$ cat src/rtl/vector_store_unit.sv
// Vector store unit: serialises a captured vector of up to 16 words into
// consecutive 32-bit data-memory writes over a valid/ready port.
module vector_store_unit #(
  parameter int WORD_W = 32,
  parameter int VEC_W  = 512,
  parameter int STRIDE = 4
) (
  input  logic              clk,
  input  logic              reset,
  input  logic              start,
  input  logic [31:0]       base_addr,
  input  logic [VEC_W-1:0]  vdata,
  input  logic [1:0]        VL,
  output logic [31:0]       mem_addr,
  output logic [WORD_W-1:0] mem_wd,
  output logic              mem_we,
  input  logic              mem_ready,
  output logic              busy,
  output logic              done,
  output logic              err
);

  typedef enum logic [1:0] {IDLE, WRITE, DONE} state_t;

  state_t            state_q, state_d;
  logic [VEC_W-1:0]  vec_q, vec_d;
  logic [3:0]        idx_q, idx_d;
  logic [3:0]        last_q, last_d;
  logic [31:0]       addr_q, addr_d;
  logic [WORD_W-1:0] wd_q, wd_d;
  logic              we_q, we_d;
  logic              busy_q, busy_d;
  logic              done_q, done_d;
  logic              err_q, err_d;
  logic              accept;

  assign accept = we_q & mem_ready;

  // The vector register shifts down one word per accepted beat, so the next
  // word to write is always at its bottom and mem_wd is loaded from state only.
  always_comb begin
    state_d = state_q;
    vec_d   = vec_q;
    idx_d   = idx_q;
    last_d  = last_q;
    addr_d  = addr_q;
    wd_d    = wd_q;
    we_d    = we_q;
    busy_d  = busy_q;
    done_d  = 1'b0;
    err_d   = 1'b0;

    case (state_q)
      IDLE: begin
        we_d   = 1'b0;
        busy_d = 1'b0;
        if (start) begin
          vec_d   = vdata >> WORD_W;
          wd_d    = vdata[WORD_W-1:0];
          addr_d  = base_addr & ~32'd3;
          idx_d   = 4'd0;
          case (VL)
            2'b00:   last_d = 4'd3;
            2'b01:   last_d = 4'd7;
            default: last_d = 4'd15;
          endcase
          err_d   = (VL == 2'b11);
          we_d    = 1'b1;
          busy_d  = 1'b1;
          state_d = WRITE;
        end
      end

      WRITE: begin
        err_d = start;
        if (accept) begin
          if (idx_q == last_q) begin
            we_d    = 1'b0;
            done_d  = 1'b1;
            state_d = DONE;
          end else begin
            idx_d  = idx_q + 4'd1;
            addr_d = addr_q + 32'(STRIDE);
            wd_d   = vec_q[WORD_W-1:0];
            vec_d  = vec_q >> WORD_W;
          end
        end
      end

      DONE: begin
        err_d   = start;
        busy_d  = 1'b0;
        state_d = IDLE;
      end

      default: begin
        we_d    = 1'b0;
        busy_d  = 1'b0;
        state_d = IDLE;
      end
    endcase
  end

  always_ff @(posedge clk or negedge reset) begin
    if (!reset) begin
      state_q <= IDLE;
      vec_q   <= '0;
      idx_q   <= '0;
      last_q  <= '0;
      addr_q  <= '0;
      wd_q    <= '0;
      we_q    <= 1'b0;
      busy_q  <= 1'b0;
      done_q  <= 1'b0;
      err_q   <= 1'b0;
    end else begin
      state_q <= state_d;
      vec_q   <= vec_d;
      idx_q   <= idx_d;
      last_q  <= last_d;
      addr_q  <= addr_d;
      wd_q    <= wd_d;
      we_q    <= we_d;
      busy_q  <= busy_d;
      done_q  <= done_d;
      err_q   <= err_d;
    end
  end

  assign mem_addr = addr_q;
  assign mem_wd   = wd_q;
  assign mem_we   = we_q;
  assign busy     = busy_q;
  assign done     = done_q;
  assign err      = err_q;

endmodule

$ cat config.mk
export PLATFORM = sky130hd
export DESIGN_NAME = vector_store_unit
export DESIGN_NICKNAME = d
export VERILOG_FILES = /design/src/rtl/vector_store_unit.sv
export SDC_FILE = /design/constraint.sdc
export NUM_CORES = 1
export LEC_CHECK = 0
export CAP_MARGIN = 0
export CORE_AREA = 2 2 243 245
export CTS_CLUSTER_DIAMETER = 30
export DETAILED_ROUTE_END_ITERATION = 10
export DIE_AREA = 0 0 245 247
export PLACE_DENSITY = 0.72
export SLEW_MARGIN = 20
export SYNTH_ARGS = -nofsm -noshare
export SYNTH_HDL_FRONTEND = slang
export SYNTH_SLANG_ARGS = --single-unit
$ cat constraint.sdc
create_clock -name clk -period 2.6 [get_ports clk]
set_input_delay 0.26 -clock clk [delete_from_list [all_inputs] [get_ports clk]]
set_output_delay 0.26 -clock clk [all_outputs]
set_load 0.02 [all_outputs]
==> results of run 1 <==
## routing by layer
layer | vias up | GRT usage (%) | share of wire (%)
met1 | 10005 | 32.2 | 40
li1 | 9877 | - | -
met3 | 185 | 7.31 | 7.3
met2 | 741 | 45.2 | 49
met4 | 38 | 11.2 | 3.3
met5 | - | 0 | 0.31
## worst max path at each step
stage / end / slack, ps
6_report: vec_q[419] / 20
5_1_grt: vec_q[419] / 40
4_1_cts: mem_addr[26] / 110
3_5_place_dp: mem_addr[26] / 120
3_3_place_gp: vec_q[351] / 190
2_1_floorplan: mem_addr[20] / 450
## report_power, final
group,switching (uW),internal [uW]
registers,2550,12500
clock network,4930,10500
logic,8700,7090
total,16200,30100
## cells by family after synthesis
| kind of cell | share of synthesized area (%) |
|---|---|
| buffers and inverters | 3.42 |
| xor gates and xnor gates | 0.137 |
| other | 0.0147 |
| adders and majority gates | 0.343 |
| DFF | 54.5 |
| muxes | 18.8 |
| AOI/OAI and AO/OA | 13.0 |
| and+or+nand+nor | 9.88 |
## per-stage QoR
stage / hold WS [ps] / total power, uW / std cells / utilization (%)
2_1_floorplan: -35.6 / 25200 / 2450 / -
3_5_place_dp: 263 / 30900 / 3715 / 56.0
5_1_grt: 161 / 49100 / 3948 / 63.2
4_1_cts: 152 / 46500 / 3933 / 63.2
6_report: 124 / 46300 / 3950 / 63.2
3_3_place_gp: 261 / 30200 / 3715 / 56.0
## layout by cell type, fill, tap and decap left out, drive strengths merged, types with 3 or more instances in the layout
master           n
and3             4
nor3b            4
o22ai           10
or2              3
ha               7
nor4             4
a22o            32
nor2            29
diode           17
a31oi            3
nor3             3
clkinv          26
bufinv          20
a32oi            5
clkinvlp        15
a21oi           29
o22a             3
o32ai            3
nand4            8
or4              4
nand2          512
xnor2            3
and4             4
dfrtp          555
nand3           20
o31ai            4
mux2i          478
inv             17
o21ai          500
clkbuf         146
or3              6
a311oi           4
clkdlybuf4s50  612
buf             62
## state kept, by name, indices dropped and copies added (netlist names)
signal    flops
state_q       2
mem_wd       32
mem_addr     30
vec_q       480
last_q        3
busy          1
mem_we        1
idx_q         4
done          1
err           1
## timing repair
action / CTS / global route
hold buffers: 1 / 0
gates resized for setup: 0 / 2
endpoints found under the hold margin: 40 / 0
endpoints found under the setup margin: 0 / 184
## layout make-up
type                       count  area share [%]
clock inverter                71            2.77
sequential                   555            37.7
multi-input combinational   1706            29.3
clock buffer                 146            8.51
inverter                       7          0.0713
tap                          773            2.63
antenna                       17           0.115
timing repair buffer         675            18.9
## worst max-delay path, delay by kind of cell, from the launching register on
family	cells	cell delay, ps
multiplexers	1	590
adder cells (fa/ha/maj)	1	150
flip-flops	1	410
buffers and inverters	3	880
AO/OA/AOI/OAI	1	180
==> flow_metrics.tcl, run 1 <==
set metrics [dict create \
    place_area_mm2 0.0326 \
    initial_core_util_pct 43.8 \
    max_freq_mhz 387 \
    finClkSkew_ps 18.8 \
    syn2layout_area_growth_pct 44.4 \
    vias 20846 \
    finalSetupViolations 0 \
    cp-startpoint "state_q[1]" \
    ys_seq_area_share_pct 54.5 \
    fin_crit_sh_pct 99.3 \
    tightest_slew_ps 860 \
    async_flop_share_pct 100 \
    drive_above_1_share_pct 9.11 \
    synth_top_area_cell "dfrtp_1" \
    track_usage_pct 26.7 \
    rrSetupSlack_ps 20 \
    via_per_inst 5.28 \
    ant_nets 0 \
    cts_buffer_depth 3 \
    relSlewSlack_pct 42.7 \
    cts-buffers-inserted 115 \
    reg2reg_to "vec_q[419]" \
    drt_iter0_drc 1281 \
    r2r_start "state_q[1]" \
    root_buffer "clkbuf_16" \
    grt_pass1_wl_um 124000 \
    finalCriticalPeriod_ps 2580 \
    fin_ws_ps 18.6 \
    gp_congestion 0.906 \
    hp-class "input port to asynchronous set/reset pin" \
    wl_um 81700 \
    rows 89 \
    grt_overflow 0 \
    fin_setup_tns_ps 0 \
    pin_count 618 \
    cp-start-kind "flop" \
    synth_top_cells_by_area "dfrtp_1, mux2i_1, o21ai_0, nand2_1, clkbuf_1" \
    synth_commonest_cells "dfrtp_1, nand2_1, o21ai_0" \
    synth_flop_cell "dfrtp_1" \
    path_clk_slew_ps 50 \
    multi_input_area_mm2 0.0108 \
    port_buffers 613 \
    slowest_stage "mux2i_1" \
    path_max_fanout 95 \
    grt_max_degree 114 \
    fillers 4682 \
    p_leak_uw 0.0169 \
    stdcell_area_mm2 0.0368 \
    worstSetupPathType "flop to flop" \
    hold_viol 0 \
    dp_hpwl_um 59600 \
    critPathMaxStageDelay_ps 590 \
    die_y_um 247 \
    slew_viol_final 0 \
    nNetsFinal 3617 \
    synthCells 2449 \
    fp.coreArea_mm2 0.0582 \
    antenna_found_initial 36 \
    p_per_area_mw_per_mm2 1260 \
    end_kind "flop" \
    ys_ff_latch 555 \
    die_x_um 245 \
    maxCapViolCount 0 \
    synth-edff-count 0 \
    first_global_vias 21448 \
    post-cts-setup-buffer-count 0 \
    dieArea_mm2 0.0605 \
    drc 0 \
    pre_cts_slack_ps 115 \
    rsz0062_at_grt "no" \
    synth_most_common_cell "dfrtp_1" \
    crit_chain "inv_1 > ha_4 > buf_4 > buf_12 > mux2i_1 > o21ai_0" \
    netlist.area_leader.share_pct 54.5 \
    reg2regPathDepth 6 \
    worstPathRequired_ps 3090 \
    yosys_warnings 0 \
    peakVddDrop_uv 692 \
    cp.arrival_ps 3080 \
    syn_area_mm2 0.0255 \
    insertion_delay_ps 660 \
    cts.sinks 555 \
    cts_tree "done" \
    ys_types 62 \
    status "finished clean" \
    ctsHtreeMaxLevel 3 \
    wl_per_cell_um 20.7 \
    syn_avg_cell_area_um2 10.4 \
    regArea_mm2 0.0139 \
    dr.pass1.iters 5 \
]
No activity file was read; power rests on OpenSTA's default activity.
==> inputs of run 2 (changes only) <==
clock period = 2.4 ns   (was 2.6 ns; I/O delays follow)
==> flow_metrics.tcl, run 2 (same netlist as run 1, synthesis figures left out) <==
set metrics [dict create \
    post-cts-setup-buffer-count 0 \
    top_layer "met5" \
    slowest_stage "mux2i_1" \
    reg2reg_to "vec_q[425]" \
    via_per_inst 5.26 \
    crit_chain "inv_1 > ha_4 > buf_12 > buf_12 > mux2i_1 > o21ai_0" \
    rows 89 \
    critPathBufInv 3 \
    cts-buffers-inserted 121 \
    maxCapViolCount 0 \
    fin_util_pct 63.6 \
    final_common_cell "clkdlybuf4s50_1" \
    grt_max_degree 102 \
    largest_reg_flops 480 \
    worstPathRequired_ps 2910 \
    path_max_fanout 72 \
    cp-start-kind "flop" \
    insertion_delay_ps 650 \
    critPathTopFamily "buffers and inverters" \
    ctsHtreeMaxLevel 3 \
    rrSetupSlack_ps 110 \
    initial_core_util_pct 43.8 \
    fillers 4565 \
    worstSetupPathType "flop to flop" \
    antenna_found_initial 31 \
    die_x_um 245 \
    drt-met1-wl_um 32500 \
    drc 0 \
    fin_crit_sh_pct 95.4 \
    end_kind "flop" \
    ant_nets 0 \
    dp_hpwl_um 59500 \
    hold_viol 0 \
    rsz0062_at_grt "no" \
    dieArea_mm2 0.0605 \
    port_buffers 613 \
    finClkSkew_ps 23.0 \
    die_y_um 247 \
    cts_buffer_depth 3 \
    root_buffer "clkbuf_16" \
    pin_count 618 \
    critPathMaxStageDelay_ps 450 \
    cp-startpoint "state_q[1]" \
    p_per_area_mw_per_mm2 1370 \
    track_usage_pct 26.8 \
    syn2layout_area_growth_pct 45.2 \
    final_cell_mix "clkdlybuf4s50_1, dfrtp_1, nand2_1" \
    first_global_vias 21463 \
    drt_iter0_drc 1373 \
    slew_viol_final 0 \
    path_clk_slew_ps 50 \
    grt_pass1_wl_um 124000 \
    r2r_start "state_q[1]" \
    wl_met2_um 40800 \
    status "finished clean" \
    finalSetupViolations 0 \
    cts.sinks 555 \
    vias 20860 \
    max_freq_mhz 437 \
    cp.arrival_ps 2790 \
    fp.coreArea_mm2 0.0582 \
    fin_setup_tns_ps 0 \
    grt_overflow 0 \
    path_common_cell "buf_12" \
    finalCriticalPeriod_ps 2290 \
    hp-class "input port to asynchronous set/reset pin" \
    cts_tree "done" \
    tightest_slew_ps 681 \
    route.met3.wl_um 5840 \
    p_leak_uw 0.0170 \
    peakVddDrop_uv 829 \
    wl_um 82000 \
    nNetsFinal 3628 \
    top_register "vec_q" \
    reg2regPathDepth 6 \
    gp_congestion 0.891 \
    dr.pass1.iters 5 \
    drive_above_1_share_pct 9.56 \
    wl_per_cell_um 20.7 \
    relSlewSlack_pct 54.6 \
]
## run 2: changes by cell type in the layout (fill, tap and decap cells not counted), moves of 4 or more
cell and change:
clkbuf_1 -4, clkbuf_8 +4, clkbuf_16 +6, buf_4 +6, buf_12 -5, clkinvlp_4 +5
## run 2: layout make-up
cell class	count	area, um2	area share, %
Clock buffer	152	3320	8.97
Tap cell	773	967	2.61
Clock inverter	71	1010	2.72
Inverter	7	26.3	0.0709
Antenna cell	19	47.5	0.128
Sequential cell	555	13900	37.5
Timing Repair Buffer	680	6990	18.9
Multi-Input combinational cell	1706	10800	29.1
## run 2: worst register-to-register path: stages (launching register included)
cell and delay, ps:
dfrtp_1 410, inv_1 150, ha_4 210, buf_12 230, buf_12 430, mux2i_1 580
o21ai_0 150
## run 2: how the worst max path moves through the flow
stage | cells past startpoint | slack [ps] | endpoint
after global routing | 8 | 5 | mem_addr[16]
after CTS | 8 | 10 | mem_addr[27]
after detailed placement | 8 | 30 | vec_q[265]
after global placement | 8 | 80 | mem_addr[29]
after floorplan | 10 | 250 | mem_addr[20]
final | 6 | 110 | vec_q[425]
## run 2: power breakdown
part,internal [uW],total (uW),switching [uW]
clock,12000,17400,5410
sequential,13500,16300,2750
combinational,7700,17100,9370
## run 2: repair_timing
action | CTS | global route
endpoints found under the setup margin | 2 | 493
endpoints found under the hold margin | 211 | 0
resized for setup | 2 | 5
hold buffers | 1 | 0
## run 2: routing by layer
layer,track usage [%],up-vias
li1,-,9892
met1,32.0,10065
met2,45.5,706
met3,7.22,171
met4,11.5,26
met5,0,-
## run 2: through the flow
step | instances | instance area [um2] | power [uW] | setup slack [ps] | hold WS, ps
final | 3963 | 37000 | 50700 | 111 | 137
after detailed placement | 3720 | 32600 | 33400 | 33.9 | 210
after CTS | 3944 | 37000 | 51100 | 10.8 | 115
after global placement | 3720 | 32600 | 32700 | 77.8 | 206
after floorplan | 2450 | 25500 | 27200 | 247 | -55.6
after global routing | 3961 | 37000 | 53800 | 5.08 | 130
